===== config.mk =====
export PLATFORM = sky130hd
export DESIGN_NAME = ropuf_pair_scheduler
export DESIGN_NICKNAME = d
export VERILOG_FILES = /design/src/rtl/ropuf_pair_scheduler.sv
export SDC_FILE = /design/constraint.sdc
export NUM_CORES = 1
export LEC_CHECK = 0
export CAP_MARGIN = 5
export CORE_MARGIN = 2
export CORE_UTILIZATION = 40
export CTS_CLUSTER_DIAMETER = 200
export DETAILED_ROUTE_END_ITERATION = 8
export PLACE_DENSITY = 0.67
export SLEW_MARGIN = 20
export SYNTH_ARGS = -nofsm -noshare
export SYNTH_HDL_FRONTEND = slang
export SYNTH_SLANG_ARGS = --single-unit

===== constraint.sdc =====
create_clock -name clk -period 1.8 [get_ports clk]
set_input_delay 0.36 -clock clk [delete_from_list [all_inputs] [get_ports clk]]
set_output_delay 0.36 -clock clk [all_outputs]
set_load 0.01 [all_outputs]

===== src/rtl/ropuf_pair_scheduler.sv =====
`default_nettype none
// ============================================================================
// Module      : ropuf_pair_scheduler
// Description : Sequences RO-pair frequency measurements for one PUF challenge
//               and assembles the comparison bits into a response word.
// Revision    : 1.0 - initial release
// ============================================================================

module ropuf_pair_scheduler #(
  parameter int WINDOW = 1024,
  parameter int NPAIRS = 8
) (
  input  logic              clk,
  input  logic              rst,
  input  logic              start,
  input  logic [3:0]        challenge,
  input  logic [15:0]       cnt_a,
  input  logic [15:0]       cnt_b,
  output logic [3:0]        sel_a,
  output logic [3:0]        sel_b,
  output logic              ro_en,
  output logic              cnt_clr,
  output logic              busy,
  output logic              done,
  output logic [NPAIRS-1:0] response
);

  typedef enum logic [2:0] {
    S_IDLE    = 3'd0,
    S_CLEAR   = 3'd1,
    S_MEASURE = 3'd2,
    S_COMPARE = 3'd3,
    S_DONE    = 3'd4
  } state_t;

  localparam logic [15:0] c_win_last = 16'(WINDOW - 1);
  localparam logic [2:0]  c_k_last   = 3'(NPAIRS - 1);

  state_t            r_state;
  state_t            w_next;
  logic [15:0]       r_timer;
  logic [2:0]        r_k;
  logic [3:0]        r_sel_a;
  logic [3:0]        r_sel_b;
  logic [NPAIRS-1:0] r_response;
  logic              w_win_end;
  logic              w_last_pair;
  logic              w_a_gt_b;

  assign w_win_end   = (r_timer == c_win_last);
  assign w_last_pair = (r_k == c_k_last);
  // Ties must resolve to 0, so strictly-greater is the rule.
  assign w_a_gt_b    = (cnt_a > cnt_b);

  always_ff @(posedge clk or posedge rst) begin
    if (rst) begin
      r_state <= S_IDLE;
    end else begin
      r_state <= w_next;
    end
  end

  always_comb begin
    w_next  = r_state;
    ro_en   = 1'b0;
    cnt_clr = 1'b0;
    busy    = 1'b1;
    done    = 1'b0;
    case (r_state)
      S_IDLE: begin
        busy = 1'b0;
        if (start) begin
          w_next = S_CLEAR;
        end
      end
      S_CLEAR: begin
        cnt_clr = 1'b1;
        w_next  = S_MEASURE;
      end
      S_MEASURE: begin
        ro_en = 1'b1;
        if (w_win_end) begin
          w_next = S_COMPARE;
        end
      end
      S_COMPARE: begin
        w_next = w_last_pair ? S_DONE : S_CLEAR;
      end
      S_DONE: begin
        done   = 1'b1;
        w_next = S_IDLE;
      end
      default: begin
        w_next = S_IDLE;
      end
    endcase
  end

  always_ff @(posedge clk or posedge rst) begin
    if (rst) begin
      r_timer    <= 16'd0;
      r_k        <= 3'd0;
      r_sel_a    <= 4'd0;
      r_sel_b    <= 4'd0;
      r_response <= '0;
    end else begin
      case (r_state)
        S_IDLE: begin
          if (start) begin
            r_k        <= 3'd0;
            r_sel_a    <= challenge;
            r_sel_b    <= challenge + 4'd1;
            r_response <= '0;
          end
        end
        S_CLEAR: begin
          r_timer <= 16'd0;
        end
        S_MEASURE: begin
          r_timer <= r_timer + 16'd1;
        end
        S_COMPARE: begin
          for (int i = 0; i < NPAIRS; i++) begin
            if (r_k == 3'(i)) begin
              r_response[i] <= w_a_gt_b;
            end
          end
          // Selects advance only when another pair follows, so the last
          // pair's indices stay visible until the next challenge.
          if (!w_last_pair) begin
            r_k     <= r_k + 3'd1;
            r_sel_a <= r_sel_a + 4'd2;
            r_sel_b <= r_sel_b + 4'd2;
          end
        end
        default: begin
        end
      endcase
    end
  end

  assign sel_a    = r_sel_a;
  assign sel_b    = r_sel_b;
  assign response = r_response;

endmodule

`default_nettype wire


# Word-level counts from Yosys, hierarchy flattened

Index checks and enable logic that the tools add are counted.
Widths: inputs -> output; s select.

Input port bits: 39
Register bits: 38
Word-level logic and storage cells: 84
Output and inout bits: 20

Add/sub/neg operators: 5
Reductions and logical operators: 14
Muxes and demuxes: 28
Magnitude comparators: 1
Equal/unequal tests: 23

Operator list:

| operator              | count |
|---|---|
| $pmux 16 s2           | 1 |
| $reduce_and 3->1      | 9 |
| $ne 2x2->1 const B    | 11 |
| $add 16x1->16 const B | 1 |
| $eq 16x10->1 const B  | 1 |
| $gt 16x16->1          | 1 |
| $mux 4                | 4 |
| $pmux 4 s2            | 2 |
| $pmux 8 s2            | 1 |
| $eq 3x3->1 const B    | 5 |
| $mux 3                | 5 |
| $eq 3x2->1 const B    | 4 |
| $mux 1                | 12 |
| $pmux 3 s4            | 1 |
| $add 4x2->4 const B   | 2 |
| $mux 8                | 1 |
| $eq 3x1->1 const B    | 2 |
| $logic_not 3->1       | 2 |
| $pmux 3 s2            | 1 |
| $add 4x1->4 const B   | 1 |
| $reduce_bool 2->1     | 2 |
| $add 3x1->3 const B   | 1 |
| $reduce_and 2->1      | 1 |

# Depth between registers and ports, before layout

Gate-level depths: netlist of run 1.

Depth in word-level cells: 3
Mapped depth: 9
Depth with buffers taken out: 7

# Worst setup path after synthesis of run 1

OpenSTA, ideal clock, no wires.

Kind: in2reg
Start: input cnt_b[11]
End: register r_response[4], in the netlist response[4]
Buffers on the path: 0
Arrival: 1.723 ns
Library setup time: 0.163 ns
Stages: 7
Slack: -0.086 ns
Data required time: 1.637 ns
Path through: inv_1 -> ha_1 -> a21oi_1 -> o21a_1 -> o221ai_1 -> a221oi_1 -> o32ai_1

Word-level cells in the longest chain between the ends: 3

RTL lines:

| element                         | RTL line | RTL |
|---|---|---|
| from (decl)                     | 18       | `input logic [15:0] cnt_b,` |
| $gt 16x16->1                    | 53       | `assign w_a_gt_b = (cnt_a > cnt_b);` |
| $mux 1                          | 124      | `if (r_k == 3'(i)) begin` |
| $pmux 8 s2                      | 107      | `case (r_state)` |
| to (signal, indexed assignment) | 125      | `r_response[i] <= w_a_gt_b;` |
| to (decl)                       | 45       | `logic [NPAIRS-1:0] r_response;` |

Every way passes these cells. The select of a mux whose other input is x is not followed.
A chain may end at the register's enable or synchronous reset.

# Worst setup path in the final report of run 1

Start: input cnt_b[11]
End: register r_response[6], in the netlist response[6]

The elaborated chain is that of the path after synthesis.

==> impl_metrics.csv, run 1 <==
group,metric,value,unit
outcome,outcome,"finished, violations left",
outcome,failed_checks,"setup timing",
cells_and_area,seq_area,950.9,um^2
grt,antenna_found_initial,0,
timing,finalSetupViolations,8,
place,port_buffers,58,
timing,tns,-1096,ps
yosys,synthTopCellsByArea,"dfrtp_1, ha_1, o21ai_0",
floorplanning,dieWidth,82.26,um
route,viasPerCell,5.179,
clock_tree,hold_buffers,0,
timing,finalClockSkew,3.121,ps
clock_tree,cts.sinks,38,
place,place_inst,412,
timing,rsz0062_at_grt,"true",
yosys,synthArstFlopShare,100.0,%
grt,grt_max_degree,22,
route,dr.pass1.iters,4,
cells_and_area,area_delta_synth_final,44.99,%
floorplanning,die_height,82.26,um
cells_and_area,num_antenna_cells,0,
yosys,syn-num-nets,336,
yosys,synth_edf_count,0,
place,hpwl,4203,um
yosys,syn_inst,271,
route,drc,0,
route,num_vias,2227,
pwr,p_total,1.842,mW
floorplanning,start_util,41.38,%
yosys,ys_types,47,
timing,relSlewSlack,71.12,%
timing,maxSlewViolCount,0,
yosys,syn_area,2450,um^2
yosys,synth_most_common_cell,"dfrtp_1",
pwr,max-vdd-ir-drop,0.0004124,V
yosys,synth_top_area_share,38.82,%
grt,grt_usage,17.59,%
pwr,p_per_area,518.6,nW/um^2
clock_tree,clkLatencyLatePin,290,ps
cells_and_area,fill_cells,508,
clock_tree,cts_buffer_depth,2,
run,drv_cap,0,
clock_tree,cts_tree,"done",
timing,fmax,512.1,MHz
cells_and_area,layout-drive-gt1-share,20.00,%
clock_tree,cts_buffers,5,
timing,hold_slack,363.8,ps
timing,worstMarginPinSlew,432.8,ps
timing,period_share,108.5,%
critical_path,crit_type,"in2reg",
timing,fin_crit,1953,ps
cells_and_area,nets,419,
place,routabilityCongestion,0.8063,
grt,gr-total-overflow,0,
clock_tree,root_buffer,"clkbuf_8",
floorplanning,core,5921,um^2
grt,grt_pass1_wl,9225,um
min_path,hold_class,"in2async",
critical_path,arrival,2150,ps
place,dpl_cell_area,3218,um^2
critical_path,r2r_start,"r_k[0]",
clock_tree,h-tree-depth,2,
route,wl_per_cell,13.12,um
critical_path,required,2000,ps
route,finalWirelength,5640,um
cells_and_area,stdcell_area,3552,um^2
floorplanning,pin_count,59,
yosys,synth_seq_cells,38,
cells_and_area,instances_no_fill,430,
yosys,synth-warning-count,0,
yosys,synth_common_cells,"dfrtp_1, inv_1, nand2_1",
yosys,yosysSeqAreaShare,38.82,%
yosys,avgSynthCellArea,9.040,um^2
critical_path,worstPathMaxFanout,8,
critical_path,worst_setup_path_start_kind,"primary input",
timing,worst_slack,-152.6,ps
route,drtIter0Drc,97,
pwr,p_leak,1.687,nW
yosys,synth_top_area_cell,"dfrtp_1",
route,ant_nets,0,
floorplanning,row_count,28,
critical_path,startpoint,"cnt_b[11]",
floorplanning,dieArea,6767,um^2
critical_path,end_kind,"flip-flop",
clock_tree,path_clk_slew,70,ps
yosys,synthFlopType,"dfrtp_1",
cells_and_area,multi_input_area,1476,um^2
grt,grt_pass1_vias,2088,
timing,hold_viol_final,0,
-- layer usage --
layer | routed length, um | global-route usage, % | up-vias | part of all wire (%)
met1 | 2502 | 21.08 | 1053 | 44
met2 | 2821 | 31.05 | 44 | 50
met4 | 52 | 5.000 | 0 | 0.92
met3 | 263 | 4.457 | 7 | 4.7
li1 | - | - | 1123 | -
met5 | 0 | 0 | - | 0
-- area by class of cell --
type / count / share of cell area, %
Inverter: 33 / 3.628
Clock buffer: 7 / 2.430
Sequential cell: 38 / 26.77
Tap cell: 75 / 2.642
Multi-Input combinational cell: 190 / 41.56
Timing Repair Buffer: 86 / 22.82
Clock inverter: 1 / 0.1409
-- cells in the final DEF (no fill, tap or decap), types with 12 or more instances in the layout --
| master | count |
|---|---|
| clkdlybuf4s50_1 | 51 |
| dfrtp_1 | 38 |
| nand2_1 | 30 |
| inv_1 | 27 |
| buf_4 | 23 |
| o21ai_0 | 20 |
| ha_1 | 18 |
| a21oi_1 | 14 |
| nor2_1 | 12 |
-- power by group --
| part | total, mW | internal [mW] | switching (mW) |
|---|---|---|---|
| sequential | 0.889 | 0.876 | 0.0134 |
| combinational | 0.349 | 0.204 | 0.144 |
| clock | 0.604 | 0.309 | 0.295 |
| total | 1.84 | 1.39 | 0.453 |
-- flip-flops by register name (all words and copies together) (netlist names) --
register,count
r_state,3
r_timer,16
response,8
r_k,3
sel_b,4
sel_a,4
-- cells by family (layout without fill, tap and decap cells) --
logic type | count (synthesis) | count (layout) | synth area share, %
compound gates | 66 | 66 | 16.45
flops | 38 | 38 | 38.82
simple gates | 88 | 88 | 19.41
xor+xnor | 2 | 2 | 0.7151
buf+inv | 43 | 127 | 7.967
fa+ha+maj | 26 | 26 | 13.28
mux | 8 | 8 | 3.371
-- per-stage QoR --
step	util, %	worst slack [ps]
global placement	54.35	-593.1
floorplan	-	5.897
detailed placement	54.35	-679.7
CTS	57.27	-132.8
global route	60.00	-213.8
finish	60.00	-152.6
-- worst max-delay path, stage by stage --
cell             delay, ps
clkdlybuf4s50_1        470
inv_2                   50
ha_4                   270
nand4_1                200
nor4_4                 320
buf_4                  160
a221oi_4                60
buf_6                  160
o32ai_1                110
-- path summary, 6_finish.rpt --
path	to	slack (ps)	depth (start not counted)
setup reg to reg	sel_b[1]	90	7
min in group clk	r_timer[15]	480	1
max in group asynchronous	r_timer[8]	950	3
hold / removal	r_timer[4]	360	2
hold reg to reg	r_timer[15]	480	1
setup / recovery	response[6]	-150	9
-- what timing repair did --
| action | CTS | global route |
|---|---|---|
| pin swaps | 9 | 6 |
| gates cloned | 0 | 0 |
| gates resized for setup | 23 | 27 |
| setup buffers | 6 | 8 |
| endpoints found under the setup margin | 17 | 19 |
No activity file was read; power rests on OpenSTA's default activity.
==> run 2: changes to the inputs <==
==> constraint.sdc (replaced) <==
create_clock -name clk -period 1.8 [get_ports clk]
set_input_delay 0.27 -clock clk [delete_from_list [all_inputs] [get_ports clk]]
set_output_delay 0.27 -clock clk [all_outputs]
set_load 0.01 [all_outputs]
==> run 2 against run 1 <==
Utilization decreased by 0.42 points. Die area unchanged. The run still ends with setup timing left. Final area fell by 0.70%.
==> impl_metrics.csv, run 2 (synthesis results as in run 1) <==
group,metric,value,unit
cells_and_area,regMostFlops,"r_timer",
place,routabilityCongestion,0.7874,
floorplanning,row_count,28,
run,drv_cap,0,
grt,antenna_found_initial,0,
timing,period_share,104.1,%
route,num_vias,2215,
clock_tree,h-tree-depth,2,
clock_tree,cts_buffer_depth,2,
clock_tree,hold_buffers,0,
timing,hold_viol_final,0,
clock_tree,path_clk_slew,70,ps
timing,worst_slack,-73.97,ps
place,hpwl,4159,um
clock_tree,cts_tree,"done",
timing,relSlewSlack,68.37,%
route,viasPerCell,5.187,
cells_and_area,multi_input_area,1471,um^2
floorplanning,pin_count,59,
critical_path,startpoint,"cnt_a[8]",
cells_and_area,final_cell_mix,"clkdlybuf4s50_1, dfrtp_1, nand2_1",
critical_path,end_kind,"flip-flop",
timing,worstMarginPinSlew,474.5,ps
grt,grt_max_degree,39,
cells_and_area,largest_reg_flops,16,
route,finalWirelength,5967,um
critical_path,worst_setup_path_start_kind,"primary input",
timing,hold_slack,390.2,ps
clock_tree,cts.sinks,38,
grt,gr-total-overflow,0,
critical_path,rr_endpoint,"sel_a[2]",
route,wl_per_cell,13.97,um
critical_path,required,1990,ps
timing,maxSlewViolCount,0,
place,preCtsSetupSlack,-483.2,ps
floorplanning,dieWidth,82.26,um
cells_and_area,num_antenna_cells,0,
timing,finalSetupViolations,8,
grt,grt_pass1_wl,9163,um
route,ant_nets,0,
critical_path,rr_worst_depth,7,
timing,rsz0062_at_grt,"true",
clock_tree,root_buffer,"clkbuf_8",
pwr,p_leak,1.688,nW
timing,tns,-480.4,ps
critical_path,r2r_start,"r_k[0]",
grt,grt_pass1_vias,2035,
critical_path,reg2reg_setup_slack,70,ps
cells_and_area,area_delta_synth_final,43.97,%
route,drc,0,
outcome,failed_checks,"setup timing",
clock_tree,clkLatencyLatePin,290,ps
floorplanning,core,5921,um^2
timing,fin_crit,1874,ps
floorplanning,start_util,41.38,%
timing,fmax,533.6,MHz
min_path,hold_class,"in2async",
cells_and_area,seq_area,950.9,um^2
grt,grt_usage,17.53,%
floorplanning,die_height,82.26,um
route,dr.pass1.iters,4,
cells_and_area,layout.cells.most_common,"clkdlybuf4s50_1",
critical_path,crit_type,"in2reg",
floorplanning,dieArea,6767,um^2
outcome,outcome,"finished, violations left",
critical_path,worstPathMaxFanout,8,
place,port_buffers,58,
clock_tree,cts_buffers,5,
pwr,p_per_area,548.1,nW/um^2
critical_path,arrival,2060,ps
timing,finalClockSkew,6.213,ps
cells_and_area,nets,416,
cells_and_area,layout-drive-gt1-share,18.18,%
route,drtIter0Drc,161,
cells_and_area,fill_cells,522,
pwr,max-vdd-ir-drop,0.0004432,V
run 2: changes by cell type in the layout (fill, tap and decap cells not counted), sizes merged:
cell | previous run | this run
clkdlybuf4s15 | 1 | 0
dlygate4sd2 | 0 | 6
nor2 | 14 | 15
clkdlybuf4s50 | 51 | 48
bufinv | 0 | 1
buf | 30 | 24
clkinv | 2 | 1
run 2: worst max-delay path: stages:
cell	delay, ps
clkdlybuf4s50_1	430
ha_1	310
nand4_1	200
nor4_4	330
buf_4	190
a221oi_4	70
buf_12	160
o32ai_1	100
run 2: timing repair:
action,in CTS,in global routing
setup endpoints to repair,19,19
pin swaps,7,6
gates cloned,0,1
setup buffers,1,5
resized for setup,18,25
run 2: layout make-up:
cell class | instances | area share (%)
clock buffers | 7 | 2.164
clock inverters | 1 | 0.8514
inverters | 33 | 3.654
multi-input cells | 191 | 41.72
flip-flops and latches | 38 | 26.96
well taps | 75 | 2.661
repair buffers | 82 | 21.99
run 2: worst max path at each step:
stage	end	slack, ps	cells after the start
after detailed placement	response[5]	-480	8
after CTS	sel_a[3]	-30	6
after floorplan	response[4]	4	7
after global routing	response[4]	-160	8
final	response[4]	-70	8
after global placement	response[5]	-340	8
run 2: per-stage QoR:
| step | power [mW] | util (%) | instance area [um^2] | instances |
|---|---|---|---|---|
| 2_1_floorplan | 1.032 | - | 2456 | 271 |
| 6_report | 1.933 | 59.57 | 3527 | 427 |
| 4_1_cts | 1.924 | 56.97 | 3373 | 422 |
| 5_1_grt | 2.029 | 59.57 | 3527 | 427 |
| 3_5_place_dp | 1.207 | 54.16 | 3207 | 413 |
| 3_3_place_gp | 1.203 | 54.16 | 3207 | 413 |
run 2: layer usage:
metal	track usage (%)	share of wire [%]
met2	28.06	47
met4	4.667	0.67
met1	23.60	47
met5	0	0
met3	4.457	5.7
run 2: report_power, final:
part / switching, mW / leakage (nW) / internal [mW]
combinational: 0.143 / 1.16 / 0.198
clock: 0.287 / 0.0524 / 0.415
sequential: 0.0143 / 0.478 / 0.876
total: 0.444 / 1.69 / 1.49
==> run 3: changes to the inputs <==
HOLD_SLACK_MARGIN = 0.02   (was unset)
REMOVE_ABC_BUFFERS = 1   (was unset)
==> run 3 against run 2 <==
Wire length shrank 4.5%. The run still ends with setup timing left. Register-to-register slack better by 60 ps. Clock-buffer cell count shrank 1. Clock skew is 1.8 ps higher. Global-route usage decreased by 0.24 points. Sequential cell count did not move. Critical endpoint is now response[5]. Largest power group unchanged. Highest routed layer unchanged. Critical path depth rose by 1.
==> impl_metrics.csv, run 3 (synthesis results as in run 1) <==
group,metric,value,unit
pwr,power.share.sequential,48.3,%
grt,grt_usage,17.29,%
timing,fmax,552.0,MHz
timing,fin_crit,1812,ps
floorplanning,dieWidth,82.26,um
cells_and_area,regMostFlops,"r_timer",
timing,rsz0062_at_grt,"true",
cells_and_area,nets,419,
clock_tree,h-tree-depth,2,
timing,finalSetupViolations,2,
critical_path,arrival,2000,ps
pwr,power.switching,0.4625,mW
cells_and_area,num_antenna_cells,0,
grt,grt_pass1_wl,9163,um
timing,worstMarginPinSlew,494.3,ps
floorplanning,dieArea,6767,um^2
floorplanning,row_count,28,
floorplanning,core,5921,um^2
cells_and_area,largest_reg_flops,16,
place,hpwl,4160,um
cells_and_area,final_cell_mix,"clkdlybuf4s50_1, dfrtp_1, nand2_1",
clock_tree,clkLatencyLatePin,290,ps
pwr,max-vdd-ir-drop,0.0003338,V
route,dr.pass1.iters,4,
timing,maxSlewViolCount,0,
critical_path,worst_setup_path_start_kind,"primary input",
grt,grt_pass1_vias,2074,
route,drc,0,
route,wl_per_cell,13.25,um
clock_tree,cts_buffer_depth,2,
floorplanning,start_util,41.38,%
timing,finalClockSkew,8.001,ps
cells_and_area,fill_cells,497,
route,viasPerCell,5.112,
outcome,failed_checks,"setup timing",
route,ant_nets,0,
timing,period_share,100.6,%
outcome,outcome,"finished, violations left",
pwr,comb_power_share,18.5,%
critical_path,worstPathMaxFanout,8,
critical_path,required,1990,ps
pwr,p_total,1.842,mW
timing,relSlewSlack,67.05,%
timing,hold_slack,434.1,ps
floorplanning,pin_count,59,
clock_tree,root_buffer,"clkbuf_8",
cells_and_area,layout-drive-gt1-share,20.00,%
grt,antenna_found_initial,0,
pwr,p_leak,1.664,nW
grt,grt_max_degree,39,
place,port_buffers,58,
floorplanning,die_height,82.26,um
min_path,hold_class,"in2async",
clock_tree,cts.sinks,38,
cells_and_area,layout.cells.most_common,"clkdlybuf4s50_1",
timing,hold_viol_final,0,
pwr,clockPowerShare,33.3,%
grt,gr-total-overflow,0,
route,num_vias,2198,
clock_tree,cts_buffers,5,
pwr,switching_share,25.11,%
critical_path,crit_type,"in2reg",
pwr,p_per_area,522.5,nW/um^2
pwr,p_int,1.380,mW
cells_and_area,final_util,59.55,%
place,place_inst,416,
place,dpl_cell_area,3223,um^2
clock_tree,path_clk_slew,80,ps
cells_and_area,area_delta_synth_final,43.92,%
cells_and_area,instances_no_fill,430,
timing,worst_slack,-11.69,ps
route,finalWirelength,5696,um
run,drv_cap,0,
timing,tns,-18.10,ps
critical_path,end_kind,"flip-flop",
place,routabilityCongestion,0.7992,
place,preCtsSetupSlack,-466.4,ps
route,drtIter0Drc,71,
clock_tree,cts_tree,"done",
cells_and_area,stdcell_area,3526,um^2
[run 3: power by group through the flow]
| stage | Combinational [mW] | Sequential [mW] | Clock [mW] |
|---|---|---|---|
| final | 0.340 | 0.889 | 0.613 |
| after global routing | 0.382 | 0.893 | 0.666 |
| after global placement | 0.296 | 0.905 | 0 |
| after CTS | 0.333 | 0.889 | 0.634 |
| after floorplan | 0.116 | 0.916 | 0 |
| after detailed placement | 0.302 | 0.906 | 0 |
[run 3: cell type report]
| type | instances | area, um^2 | area share [%] |
|---|---|---|---|
| Multi-Input combinational cell | 190 | 1474 | 41.80 |
| Sequential cell | 38 | 950.9 | 26.97 |
| Timing Repair Buffer | 86 | 783.3 | 22.21 |
| Inverter | 33 | 128.9 | 3.655 |
| Tap cell | 75 | 93.84 | 2.661 |
| Clock buffer | 6 | 82.58 | 2.342 |
| Clock inverter | 2 | 12.51 | 0.3549 |
[run 3: routing by layer]
metal  global-route usage (%)  share of wire, %  vias to the layer above  wire length [um]
met5                        0                 0                        -                 0
met4                    5.167              0.90                        0                51
met3                    2.609               4.6                        5               262
met2                    30.65                49                       49              2809
met1                    21.63                45                     1021              2573
li1                         -                 -                     1123                 -
[run 3: path summary, 6_finish.rpt]
kind | from | to | slack [ps] | cells past startpoint
worst max-delay path | cnt_b[15] | response[5] | -10 | 9
worst min-delay path | rst | sel_a[2] | 430 | 3
worst max register to register | r_k[0] | r_k[0] | 130 | 6
worst min register to register | r_timer[15] | r_timer[15] | 490 | 1
max in group asynchronous | rst | r_state[0] | 1020 | 3
min in group clk | r_timer[15] | r_timer[15] | 490 | 1
[run 3: timing repair]
action                                  in CTS  in global routing
endpoints found under the setup margin      16                 15
buffers inserted                             7                  1
gates cloned                                 0                  0
hold buffers                                 0                  0
pin swaps                                    6                  2
gates resized for setup                     32                 11
[run 3: critical path, cell delays in order]
cell and delay, ps:
clkdlybuf4s50_1 460, inv_1 70, ha_4 270, nand4_1 230, nor4_4 210, buf_4 180, a221oi_4 60, buf_6 150
o32ai_1 100
